[config.mk]
export PLATFORM = sky130hd
export DESIGN_NAME = scanner_lot_seq
export DESIGN_NICKNAME = d
export VERILOG_FILES = /design/src/rtl/scanner_pkg.sv /design/src/rtl/scanner_step_timer.sv /design/src/rtl/scanner_lot_seq.sv
export SDC_FILE = /design/constraint.sdc
export NUM_CORES = 1
export LEC_CHECK = 0
export CAP_MARGIN = 40
export CELL_PAD_IN_SITES_DETAIL_PLACEMENT = 2
export CELL_PAD_IN_SITES_GLOBAL_PLACEMENT = 2
export CORE_MARGIN = 5
export CORE_UTILIZATION = 32
export DETAILED_ROUTE_END_ITERATION = 8
export PLACE_DENSITY = 0.84
export SYNTH_ARGS = -nofsm -noshare
export SYNTH_HDL_FRONTEND = slang
export SYNTH_SLANG_ARGS = --single-unit
export TNS_END_PERCENT = 30
[constraint.sdc]
create_clock -name clk -period 3.3 [get_ports clk]
set_input_delay 0.495 -clock clk [delete_from_list [all_inputs] [get_ports clk]]
set_output_delay 0.495 -clock clk [all_outputs]
set_load 0.02 [all_outputs]
[src/rtl/scanner_pkg.sv]
// scanner_pkg: state codes, error codes and decode helpers shared by the
// lot sequencer, the scanner top level and its monitors.
package scanner_pkg;

    typedef enum logic [3:0] {
        ST_IDLE       = 4'd0,
        ST_ENV_CHECK  = 4'd1,
        ST_LOAD_RET   = 4'd2,
        ST_LOAD_WFR   = 4'd3,
        ST_SETUP      = 4'd4,
        ST_ALIGN      = 4'd5,
        ST_EXPOSE     = 4'd6,
        ST_UNLOAD     = 4'd7,
        ST_UNLOAD_RET = 4'd8,
        ST_ERROR      = 4'd15
    } state_t;

    localparam logic [1:0] ERR_NONE      = 2'd0;
    localparam logic [1:0] ERR_INTERLOCK = 2'd1;
    localparam logic [1:0] ERR_ALIGN     = 2'd2;

    // Environment is qualified once the reticle handling has started and
    // until the reticle is unloaded; never in IDLE, ENV_CHECK or ERROR.
    function automatic logic env_qualified(state_t s);
        return (s inside {ST_LOAD_RET, ST_LOAD_WFR, ST_SETUP, ST_ALIGN,
                          ST_EXPOSE, ST_UNLOAD, ST_UNLOAD_RET});
    endfunction

endpackage

[src/rtl/scanner_step_timer.sv]
// scanner_step_timer: loadable down-counter that times the dwell of each
// sequencer step. done_o is high while the count is zero; a load takes
// priority over counting so a state can be re-entered back to back.
module scanner_step_timer #(
    parameter int CNT_W = 16
) (
    input  logic             clk,
    input  logic             reset,
    input  logic             load_i,
    input  logic [CNT_W-1:0] load_val_i,
    output logic             done_o
);

    logic [CNT_W-1:0] cnt_q;

    // Load on state entry, otherwise count down and park at zero.
    always_ff @(posedge clk) begin
        if (reset) begin
            cnt_q <= '0;
        end else if (load_i) begin
            cnt_q <= load_val_i;
        end else if (cnt_q != '0) begin
            cnt_q <= cnt_q - 1'b1;
        end
    end

    assign done_o = (cnt_q == '0);

endmodule

[src/rtl/scanner_lot_seq.sv]
// scanner_lot_seq: lot-level scanner sequencer. Runs ENV_CHECK, LOAD_RET,
// then per wafer LOAD_WFR/SETUP/ALIGN/EXPOSE(xFIELDS)/UNLOAD, then UNLOAD_RET.
// Optional feature macro SCANNER_ALIGN_RETRY_EN: a failed alignment re-runs
// ALIGN up to MAX_ALIGN_RETRY times per wafer before raising ERR_ALIGN.
module scanner_lot_seq
    import scanner_pkg::*;
#(
    parameter int CNT_W           = 16,
    parameter int WFR_W           = 8,
    parameter int FLD_W           = 6,
    parameter int FIELDS          = 4,
    parameter int T_ENV           = 8,
    parameter int T_LOAD          = 8,
    parameter int T_SETUP         = 8,
    parameter int T_ALIGN         = 8,
    parameter int T_EXPOSE        = 8,
    parameter int T_UNLOAD        = 8,
    parameter int MAX_ALIGN_RETRY = 2
) (
    input  logic             clk,
    input  logic             reset,
    input  logic             op_start_btn,
    input  logic [WFR_W-1:0] lot_size,
    input  logic             interlock_sig,
    input  logic             align_fail,
    input  logic             err_clear,
    output logic [3:0]       current_process,
    output logic             source_status,
    output logic             env_status,
    output logic [WFR_W-1:0] wafer_idx,
    output logic [FLD_W-1:0] field_idx,
    output logic             lot_done,
    output logic [1:0]       err_code
);

    // Timer reload values: a state lasting T cycles starts its count at T-1.
    localparam logic [CNT_W-1:0] LD_ENV    = CNT_W'(T_ENV - 1);
    localparam logic [CNT_W-1:0] LD_LOAD   = CNT_W'(T_LOAD - 1);
    localparam logic [CNT_W-1:0] LD_SETUP  = CNT_W'(T_SETUP - 1);
    localparam logic [CNT_W-1:0] LD_ALIGN  = CNT_W'(T_ALIGN - 1);
    localparam logic [CNT_W-1:0] LD_EXPOSE = CNT_W'(T_EXPOSE - 1);
    localparam logic [CNT_W-1:0] LD_UNLOAD = CNT_W'(T_UNLOAD - 1);
    localparam logic [FLD_W-1:0] FLD_LAST  = FLD_W'(FIELDS - 1);

    state_t           state_q, state_d;
    logic [WFR_W-1:0] wafer_q, wafer_d;
    logic [FLD_W-1:0] field_q, field_d;
    logic [WFR_W-1:0] lot_q, lot_d;
    logic [1:0]       err_q, err_d;
    logic             lot_done_q, lot_done_d;
    logic             src_q, env_q;
    logic             tmr_load, tmr_done;
    logic [CNT_W-1:0] tmr_val;
    logic             more_wafers;

`ifdef SCANNER_ALIGN_RETRY_EN
    localparam int RTY_W = (MAX_ALIGN_RETRY < 1) ? 1 : $clog2(MAX_ALIGN_RETRY + 1);
    localparam logic [RTY_W-1:0] RTY_MAX = RTY_W'(MAX_ALIGN_RETRY);
    logic [RTY_W-1:0] retry_q, retry_d;
`else
    localparam int unused_max_align_retry = MAX_ALIGN_RETRY;
`endif

    scanner_step_timer #(.CNT_W(CNT_W)) u_timer (
        .clk        (clk),
        .reset      (reset),
        .load_i     (tmr_load),
        .load_val_i (tmr_val),
        .done_o     (tmr_done)
    );

    // Extra bit so wafer_idx+1 cannot wrap when the lot fills the index range.
    assign more_wafers = ({1'b0, wafer_q} + 1'b1) < {1'b0, lot_q};

    // Next-state, counters and timer reload. Interlock beats every timed exit;
    // align_fail only matters on the last ALIGN cycle (timer expiry).
    always_comb begin
        state_d    = state_q;
        wafer_d    = wafer_q;
        field_d    = field_q;
        lot_d      = lot_q;
        err_d      = err_q;
        lot_done_d = 1'b0;
        tmr_load   = 1'b0;
        tmr_val    = '0;
`ifdef SCANNER_ALIGN_RETRY_EN
        retry_d    = retry_q;
`endif
        case (state_q)
            ST_IDLE: begin
                if (op_start_btn && !interlock_sig && (lot_size != '0)) begin
                    state_d  = ST_ENV_CHECK;
                    lot_d    = lot_size;
                    wafer_d  = '0;
                    field_d  = '0;
                    tmr_load = 1'b1;
                    tmr_val  = LD_ENV;
                end
            end
            ST_ERROR: begin
                // Clearing aborts the lot: indices go back to the first wafer.
                if (err_clear && !interlock_sig) begin
                    state_d = ST_IDLE;
                    err_d   = ERR_NONE;
                    wafer_d = '0;
                    field_d = '0;
`ifdef SCANNER_ALIGN_RETRY_EN
                    retry_d = '0;
`endif
                end
            end
            default: begin
                if (interlock_sig) begin
                    state_d = ST_ERROR;
                    err_d   = ERR_INTERLOCK;
                end else if (tmr_done) begin
                    tmr_load = 1'b1;
                    case (state_q)
                        ST_ENV_CHECK: begin
                            state_d = ST_LOAD_RET;
                            tmr_val = LD_LOAD;
                        end
                        ST_LOAD_RET: begin
                            state_d = ST_LOAD_WFR;
                            tmr_val = LD_LOAD;
`ifdef SCANNER_ALIGN_RETRY_EN
                            retry_d = '0;
`endif
                        end
                        ST_LOAD_WFR: begin
                            state_d = ST_SETUP;
                            tmr_val = LD_SETUP;
                        end
                        ST_SETUP: begin
                            state_d = ST_ALIGN;
                            tmr_val = LD_ALIGN;
                        end
                        ST_ALIGN: begin
                            if (align_fail) begin
`ifdef SCANNER_ALIGN_RETRY_EN
                                // Stay in ALIGN with a fresh dwell while retries remain.
                                if (retry_q < RTY_MAX) begin
                                    tmr_val = LD_ALIGN;
                                    retry_d = retry_q + 1'b1;
                                end else begin
                                    state_d = ST_ERROR;
                                    err_d   = ERR_ALIGN;
                                end
`else
                                state_d = ST_ERROR;
                                err_d   = ERR_ALIGN;
`endif
                            end else begin
                                state_d = ST_EXPOSE;
                                field_d = '0;
                                tmr_val = LD_EXPOSE;
                            end
                        end
                        ST_EXPOSE: begin
                            // Each field gets its own dwell; leave after the last one.
                            tmr_val = LD_EXPOSE;
                            if (field_q == FLD_LAST) begin
                                state_d = ST_UNLOAD;
                                tmr_val = LD_UNLOAD;
                            end else begin
                                field_d = field_q + 1'b1;
                            end
                        end
                        ST_UNLOAD: begin
                            if (more_wafers) begin
                                state_d = ST_LOAD_WFR;
                                wafer_d = wafer_q + 1'b1;
                                tmr_val = LD_LOAD;
`ifdef SCANNER_ALIGN_RETRY_EN
                                retry_d = '0;
`endif
                            end else begin
                                state_d = ST_UNLOAD_RET;
                                tmr_val = LD_UNLOAD;
                            end
                        end
                        ST_UNLOAD_RET: begin
                            state_d    = ST_IDLE;
                            lot_done_d = 1'b1;
                            tmr_load   = 1'b0;
                        end
                        default: begin
                            state_d  = ST_IDLE;
                            tmr_load = 1'b0;
                        end
                    endcase
                end
            end
        endcase
    end

    // State and registered outputs; output flags are decoded from next state
    // so they line up with current_process.
    always_ff @(posedge clk) begin
        if (reset) begin
            state_q    <= ST_IDLE;
            wafer_q    <= '0;
            field_q    <= '0;
            lot_q      <= '0;
            err_q      <= ERR_NONE;
            lot_done_q <= 1'b0;
            src_q      <= 1'b0;
            env_q      <= 1'b0;
        end else begin
            state_q    <= state_d;
            wafer_q    <= wafer_d;
            field_q    <= field_d;
            lot_q      <= lot_d;
            err_q      <= err_d;
            lot_done_q <= lot_done_d;
            src_q      <= (state_d == ST_EXPOSE);
            env_q      <= env_qualified(state_d);
        end
    end

`ifdef SCANNER_ALIGN_RETRY_EN
    // Per-wafer alignment retry count.
    always_ff @(posedge clk) begin
        if (reset) retry_q <= '0;
        else       retry_q <= retry_d;
    end
`endif

    assign current_process = state_q;
    assign source_status   = src_q;
    assign env_status      = env_q;
    assign wafer_idx       = wafer_q;
    assign field_idx       = field_q;
    assign lot_done        = lot_done_q;
    assign err_code        = err_q;

endmodule

* After elaboration in Yosys (flattened, before gate mapping)
Cells that the tools add are included.
** Word-level totals
- Flip-flop bits (word level) :: 47
- Bits of input ports :: 14
- Output and inout bits :: 23
- Logic and storage cells :: 106
** Operators by class
- Add/subtract/negate cells :: 4
- Order comparisons :: 1
- Equal/unequal tests :: 22
- Muxes and demuxes :: 44
- Bitwise operators :: 2
- Reductions and logical operators :: 24
** Operators with widths (count)
- $mux 8 :: 6
- $mux 6 :: 6
- $eq 4x3->1 const B :: 8
- $mux 16 :: 2
- $mux 4 :: 7
- $pmux 4 s7 :: 1
- $pmux 6 s2 :: 2
- $reduce_bool 3->1 :: 6
- $eq 4x2->1 const B :: 4
- $logic_not 16->1 :: 1
- $pmux 8 s2 :: 1
- $reduce_bool 16->1 :: 1
- $sub 16x1->16 const B :: 1
- $eq 4x4->1 const B :: 3
- $mux 3 :: 4
- $pmux 3 s2 :: 2
- $mux 2 :: 5
- $add 8x1->9 const B :: 1
- $lt 9x8->1 :: 1
- $add 8x1->8 const B :: 1
- $ne 4x4->1 const B :: 2
- $pmux 4 s2 :: 1
- $reduce_bool 8->1 :: 1
- $reduce_and 7->1 :: 1
- other kinds (21) :: 29

* Longest topological paths before layout
Gate-level depths: netlist of run 1.
- Depth in word-level cells :: 9
- Gate-level depth with buffers :: 13
- Gate-level depth less buffers :: 12

* By module
From an unflattened synthesis of run 1, not the netlist that was laid out.
** Second synthesis, totals
- Cells, all modules :: 383
- Area, all modules :: 2965.3 um2
** Modules (own cells, without submodules)
- scanner_lot_seq :: times used 1, cells an instance 267, area an instance 2000.7 um2, seq. area each 620.6 um2
- scanner_step_timer :: times used 1, cells an instance 116, area an instance 964.7 um2, seq. area each 320.3 um2

* Least setup slack after synthesis of run 1
Ideal clock, no wire load.
- Kind :: register -> register
- From :: register wafer_q[0] (netlist: wafer_idx[0])
- To :: register wafer_q[3] (netlist: wafer_idx[3])
- Setup time :: 0.070 ns
- Arrival :: 2.935 ns
- Data required time :: 3.230 ns
- Slack :: 0.294 ns
- Stages on the path, launching flop included :: 14
- Buffers on the path :: 1
- Period minus slack after synthesis :: 3.006 ns
- Path through :: dfxtp_1 > ha_1 > nand2_1 > nor3_1 > xnor2_1 > ha_1 > a21oi_1 > o221ai_1 > nor3_1 > and2_1 > clkbuf_1 > o21bai_4 > or4_1 > a21oi_1
** Between the ends
- Cells in the longest elaborated chain, start to end :: 6
- Elaborated cells on any way between the ends :: 10
- Classes of those cells :: add/sub (2); order compare (1); mux (5); reduce/logical (2)
** RTL lines
- start: declaration :: RTL line scanner_lot_seq.sv:46 : logic [WFR_W-1:0] wafer_q, wafer_d;
- start signal: assignment :: RTL line scanner_lot_seq.sv:211 : wafer_q <= wafer_d;
- branches (longest 6 deep; another with $add 8x1->9)
Parallel ways; which one is timed is not known. The select of a mux whose other input is x is not followed.
A chain may end at the register's enable or synchronous reset.

* Worst setup path in the final report of run 1
- From :: register wafer_q[1] (netlist: wafer_idx[1])
- To :: register env_q (netlist: env_status)
** Between the ends
- Cells in the longest elaborated chain, start to end :: 9
- Elaborated cells on any way between the ends :: 15
- Classes of those cells :: add/sub (1); order compare (1); eq/ne (7); mux (5); reduce/logical (1)
** RTL lines
- $add 8x1->9 (*) :: RTL line scanner_lot_seq.sv:73 : assign more_wafers = ({1'b0, wafer_q} + 1'b1) < {1'b0, lot_q};
- $lt 9x8->1 (*) :: RTL line scanner_lot_seq.sv:73
- $mux 4 (*) :: RTL line scanner_lot_seq.sv:170 : if (more_wafers) begin
- $pmux 4 s7 (*) :: RTL line scanner_lot_seq.sv:118 : case (state_q)
- $mux 4 (*) :: RTL line scanner_lot_seq.sv:116 : end else if (tmr_done) begin
- $mux 4 (*) :: RTL line scanner_lot_seq.sv:113 : if (interlock_sig) begin
- $pmux 4 s2 (*) :: RTL line scanner_lot_seq.sv:89 : case (state_q)
- $eq 4x2->1, or another cell as far along :: RTL line scanner_pkg.sv:25 : return (s inside {ST_LOAD_RET, ST_LOAD_WFR, ST_SETUP, ST_ALIGN,
- $reduce_bool 7->1 (*) :: RTL line scanner_pkg.sv:25
- end signal: assignment :: RTL line scanner_lot_seq.sv:217 : env_q <= env_qualified(state_d);
- end: declaration :: RTL line scanner_lot_seq.sv:51 : logic src_q, env_q;
Mark *: on every way between the ends. The rest lies on a longest branch, timed or not.

==> results of run 1 <==
metal layers:
layer,track usage,vias to the layer above,share of wire
li1,-,1251,-
met1,0.249,1295,0.49
met2,0.294,53,0.47
met3,0.0256,15,0.031
met4,0.0487,0,0.018
met5,0,-,0
through the flow:
step           utilization  setup WS [ps]
3_3_place_gp         0.389            315
5_1_grt              0.406           9.29
2_1_floorplan            -            294
4_1_cts              0.403           14.2
3_5_place_dp         0.389            158
6_report             0.406            141
critical path, stage by stage (launching register included):
cell and delay (ps):
dfxtp_1 410, ha_1 210, buf_4 150, nand3_1 100
xnor2_1 170, ha_1 380, nand3_1 120, a211oi_2 260
nor3_2 90, and2_2 250, o311ai_0 330, o211ai_1 230
o31ai_2 350
state kept, by name (all words and copies together) (netlist names):
signal           flops
wafer_idx            8
err_code             2
source_status        1
lot_q                8
current_process      4
u_timer.cnt_q       16
lot_done             1
env_status           1
field_idx            6
how the worst min path moves through the flow:
stage	startpoint	endpoint	slack (ps)	cells past startpoint
after floorplan	u_timer.cnt_q[3]	u_timer.cnt_q[3]	450	2
after global placement	err_code[0]	err_code[0]	470	2
after detailed placement	err_code[1]	err_code[1]	480	2
after CTS	err_code[1]	err_code[1]	490	2
after global routing	err_code[1]	err_code[1]	510	2
final	err_code[1]	err_code[1]	500	2
Yosys cell counts, drive strengths merged (2+ instances only):
cell type	count	area share
o21a	2	0.0057
clkbuf	11	0.016
o41ai	2	0.0066
ha	10	0.047
or4	6	0.020
o31ai	2	0.013
xor2	4	0.013
o21ai	9	0.017
mux2	3	0.013
o21bai	2	0.010
mux2i	7	0.027
nor2b	6	0.014
nand2	24	0.034
o211ai	3	0.010
nor3	13	0.025
inv	19	0.027
a2bb2oi	2	0.0066
or3	7	0.017
a21oi	29	0.055
nand3	15	0.028
and3	4	0.0095
nand3b	2	0.0057
and2	4	0.0095
o311ai	2	0.0066
dfxtp	47	0.36
xnor2	15	0.050
nor2	51	0.074
a211oi	2	0.0057
buf	2	0.0028
nand4	3	0.0071
nor4	8	0.019
nand2b	4	0.0095
layout make-up:
cell class / count / area [um^2]
clock buffer: 5 / 68.8
clock inverter: 3 / 43.8
fill: 928 / 4830
inverter: 19 / 71.3
multi-input combinational: 252 / 1590
sequential: 47 / 943
tap: 105 / 131
timing repair buffer: 49 / 455
cell families after synthesis:
group                    count (synthesis)  synth area share
AND/OR/NAND/NOR                        150             0.282
buffers and inverters                   32            0.0456
AO/OA/AOI/OAI                           63             0.165
XOR/XNOR                                19            0.0631
adder cells (fa/ha/maj)                 10            0.0475
multiplexers                            10            0.0394
flip-flops                              47             0.357
power by group:
| part | switching, uW | internal (uW) | total [uW] |
|---|---|---|---|
| logic | 954 | 591 | 1540 |
| clock network | 213 | 226 | 439 |
| registers | 125 | 693 | 818 |
| total | 1290 | 1510 | 2800 |
repair_timing:
action,CTS,global route
setup endpoints to repair,0,9
gates resized for setup,0,5
setup buffers,0,1
==> flow_metrics.env, run 1 <==
export IMPL_vias_per_cell=5.45
export IMPL_post_synth_inst_count=331
export IMPL_post_dp_hpwl_um=6420
export IMPL_hold_path_class="reg2reg"
export IMPL_holdWs_ps=496
export IMPL_route_vias_total=2614
export IMPL_final_min_period_ps=3160
export IMPL_diodes=0
export IMPL_timing_worst_setup_path_type="reg2reg"
export IMPL_power_leakage_uw=0.00120
export IMPL_design_final_nets=398
export IMPL_fin_total_pwr_uw=2800
export IMPL_area_delta_synth_final_pct=25.2
export IMPL_worst_setup_path_end_kind="register"
export IMPL_synthesis_area_per_instance_um2=7.96
export IMPL_maxSlewHeadroom=0.569
export IMPL_grt_setup_unrepaired="false"
export IMPL_placed_cells_incl_taps=471
export IMPL_dominant_synthesized_flop_cell="dfxtp_1"
export IMPL_tritoncts="yes"
export IMPL_layout_cells_non_filler=480
export IMPL_critical_path_startpoint_type="register"
export IMPL_edff_count_synth=0
export IMPL_grt_pass1_vias=2713
export IMPL_tritoncts_num_buffers=5
export IMPL_commonest_non_fill_non_tap_cell_in_the_layout="nor2_1"
export IMPL_worst_r2r_endpoint="env_status"
export IMPL_final_cell_mix="50 x nor2_1, 45 x dfxtp_1, 36 x clkdlybuf4s50_1"
export IMPL_critical_path_max_fanout=6
export IMPL_final_period_utilization=0.957
export IMPL_worst_r2r_path_depth=12
export IMPL_wirelength_um=8880
export IMPL_antenna_found_initial=0
export IMPL_die_area_mm2=0.0102
export IMPL_run_status="finished, final reports clean"
export IMPL_max_freq_mhz=317
export IMPL_detail_route_iter0_violations=96
export IMPL_clk_path_buf_depth=2
export IMPL_hold_violations=0
export IMPL_synth_yosys_seq_area_share=0.357
export IMPL_r2r_slack_ps=140
export IMPL_place_congestion=0.834
export IMPL_post_detailed_route_drc_marker_count=0
export IMPL_clk_latency_ps=310
export IMPL_cp_data_required_time_ps=3510
export IMPL_cp_endpoint="env_status"
export IMPL_die_h_um=101
export IMPL_number_of_rows_created_at_floorplan=33
export IMPL_clock_root_buffer="clkbuf_8"
export IMPL_final_setup_skew_ps=9.15
export IMPL_power_density_mw_per_mm2=849
export IMPL_cts_reportedPaths_clkPinSlew_ps=100
export IMPL_total_core_area_mm2=0.00813
export IMPL_report_final_slew_viol_count=0
export IMPL_place_area_mm2=0.00317
export IMPL_initial_core_util=0.324
export IMPL_grtUsageTotal=0.181
export IMPL_grt_start_max_net_pins=17
export IMPL_setup_viol_count_final=0
export IMPL_grt_overflow_total=0
export IMPL_ys_ff_latch=47
export IMPL_count_of_buffers_inserted_at_the_top_level_ports=36
export IMPL_die_width_um=101
export IMPL_mappedNetlistArea_mm2=0.00264
export IMPL_arrival_ps=3370
export IMPL_routed_wire_length_per_instance_um=18.5
export IMPL_synth_cell_type_count=50
export IMPL_irDropWorstVdd_mv=0.251
export IMPL_total_nets_after_synthesis=355
export IMPL_final_design_area_no_fill_mm2=0.00330
export IMPL_worst_r2r_src="wafer_idx[1]"
export IMPL_htree_num_levels=2
export IMPL_drv_max_cap_violation_count=0
export IMPL_clock_sink_count=47
export IMPL_setup_worst_path_start="wafer_idx[1]"
export IMPL_cts_hold_buffers=0
export IMPL_synth_async_reset_ratio=0
export IMPL_io_pins=37
export IMPL_synth_yosys_warnings=0
export IMPL_actual_slew_at_the_worst_max_slew_pin_ps=646
export IMPL_grt_first_pass_wirelength_um=14600
export IMPL_firstDrtPassIters=4
export IMPL_timing_setup_tns_ps=0
export IMPL_final_antenna_net_count=0
export IMPL_layout_drive_gt1_share=0.104
Note: power is estimated with default switching activity, not from simulation.
==> inputs of run 2 (changes only) <==
Settings changed: CTS_CLUSTER_SIZE from default to 25.
==> results of run 2 <==
Same layout as run 1: the final DEF is identical, and so are final timing and power.
==> inputs of run 3 (changes only) <==
Settings changed: PLACE_DENSITY 0.84 to 0.78.
==> run 3 against run 2 <==
First-iteration DRC count is 24% lower. Wire length shrank 5.1%. Via count is 2.9% lower. Maximum frequency up 3.5%. Register-to-register slack gained 110 ps.
==> flow_metrics.env, run 3 (synthesis gave the netlist of run 1 again) <==
export IMPL_run_status="finished, final reports clean"
export IMPL_htree_num_levels=2
export IMPL_tritoncts_num_buffers=5
export IMPL_firstDrtPassIters=4
export IMPL_largest_reg_flops=16
export IMPL_initial_core_util=0.324
export IMPL_final_core_utilization=0.407
export IMPL_die_h_um=101
export IMPL_holdWs_ps=479
export IMPL_maxSlewHeadroom=0.668
export IMPL_cts_reportedPaths_clkPinSlew_ps=90
export IMPL_cp_data_required_time_ps=3510
export IMPL_number_of_rows_created_at_floorplan=33
export IMPL_diodes=0
export IMPL_routed_wire_length_per_instance_um=17.5
export IMPL_irDropWorstVdd_mv=0.286
export IMPL_final_setup_skew_ps=10.5
export IMPL_tritoncts="yes"
export IMPL_post_dp_hpwl_um=6590
export IMPL_registers_top_by_ff_count="u_timer.cnt_q"
export IMPL_clock_sink_count=47
export IMPL_timing_worst_setup_path_type="reg2reg"
export IMPL_total_core_area_mm2=0.00813
export IMPL_grt_overflow_total=0
export IMPL_power_leakage_uw=0.00120
export IMPL_grt_pass1_vias=2804
export IMPL_hold_violations=0
export IMPL_grt_first_pass_wirelength_um=14300
export IMPL_final_antenna_net_count=0
export IMPL_report_final_slew_viol_count=0
export IMPL_grtUsageTotal=0.175
export IMPL_area_delta_synth_final_pct=25.5
export IMPL_critical_path_startpoint_type="register"
export IMPL_die_width_um=101
export IMPL_count_of_buffers_inserted_at_the_top_level_ports=36
export IMPL_actual_slew_at_the_worst_max_slew_pin_ps=493
export IMPL_num_fill_cells=940
export IMPL_io_pins=37
export IMPL_cts_hold_buffers=0
export IMPL_commonest_non_fill_non_tap_cell_in_the_layout="nor2_1"
export IMPL_setup_viol_count_final=0
export IMPL_hold_path_class="reg2reg"
export IMPL_vias_per_cell=5.27
export IMPL_power_density_mw_per_mm2=821
export IMPL_antenna_found_initial=0
export IMPL_detail_route_iter0_violations=73
export IMPL_grt_start_max_net_pins=22
export IMPL_final_period_utilization=0.925
export IMPL_post_detailed_route_drc_marker_count=0
export IMPL_layout_cells_non_filler=482
export IMPL_arrival_ps=3260
export IMPL_design_final_nets=400
export IMPL_place_congestion=0.819
export IMPL_clock_root_buffer="clkbuf_8"
export IMPL_route_vias_total=2539
export IMPL_worst_setup_path_end_kind="register"
export IMPL_clk_latency_ps=300
export IMPL_final_min_period_ps=3050
export IMPL_final_cell_mix="50 x nor2_1, 46 x dfxtp_1, 36 x clkdlybuf4s50_1"
export IMPL_max_freq_mhz=327
export IMPL_drv_max_cap_violation_count=0
export IMPL_layout_drive_gt1_share=0.103
export IMPL_placed_cells_incl_taps=474
export IMPL_die_area_mm2=0.0102
export IMPL_critical_path_max_fanout=6
export IMPL_clk_path_buf_depth=2
export IMPL_wirelength_um=8430
run 3: per-stage QoR:
stage	setup slack (ps)	area, um^2	total power (uW)	setup TNS, ps
after detailed placement	56.7	3190	2340	0
after global routing	-0.0888	3310	2930	-0.0888
after floorplan	294	2640	1850	0
final	246	3310	2720	0
after global placement	259	3180	2270	0
after CTS	13.4	3290	2740	0
run 3: what timing repair did:
action / CTS / global route
endpoints found under the setup margin: 0 / 5
buffers inserted: 0 / 0
gates resized for setup: 0 / 5
run 3: final timing paths:
check / startpoint / end / depth (start not counted) / slack [ps]
min reg2reg: err_code[1] / err_code[1] / 2 / 480
min: err_code[1] / err_code[1] / 2 / 480
max: wafer_idx[0] / env_status / 12 / 250
max reg2reg: wafer_idx[0] / env_status / 12 / 250
run 3: where the power goes:
group	switching [uW]	internal (uW)	leakage, uW	total, uW
clock	203	192	0.0000515	394
combinational	915	602	0.000762	1520
sequential	111	693	0.000383	804
run 3: metal layers:
metal	vias up	share of wire	GRT usage	wire (um)
met1	1249	0.48	0.240	4010
met3	7	0.026	0.0235	219
met4	0	0.0079	0.0363	67
met2	34	0.49	0.295	4140
li1	1249	-	-	-
met5	-	0	0	0
run 3: final cells by class:
class | instances | area [um^2] | share of cell area
well taps | 105 | 131 | 0.0397
repair buffers | 51 | 470 | 0.142
multi-input cells | 252 | 1590 | 0.482
flip-flops and latches | 47 | 942 | 0.285
inverters | 19 | 71.3 | 0.0216
clock buffers | 8 | 100 | 0.0302
run 3: worst max-delay path, cell delays in order, from the launching register on:
cell and delay (ps):
dfxtp_1 390, buf_4 170, nand3_2 150, nor2_1 190
xnor2_1 110, ha_1 310, nand3_1 120, a211oi_1 220
nor3_1 120, and2_2 260, o311ai_0 330, o211ai_1 250
o31ai_2 320
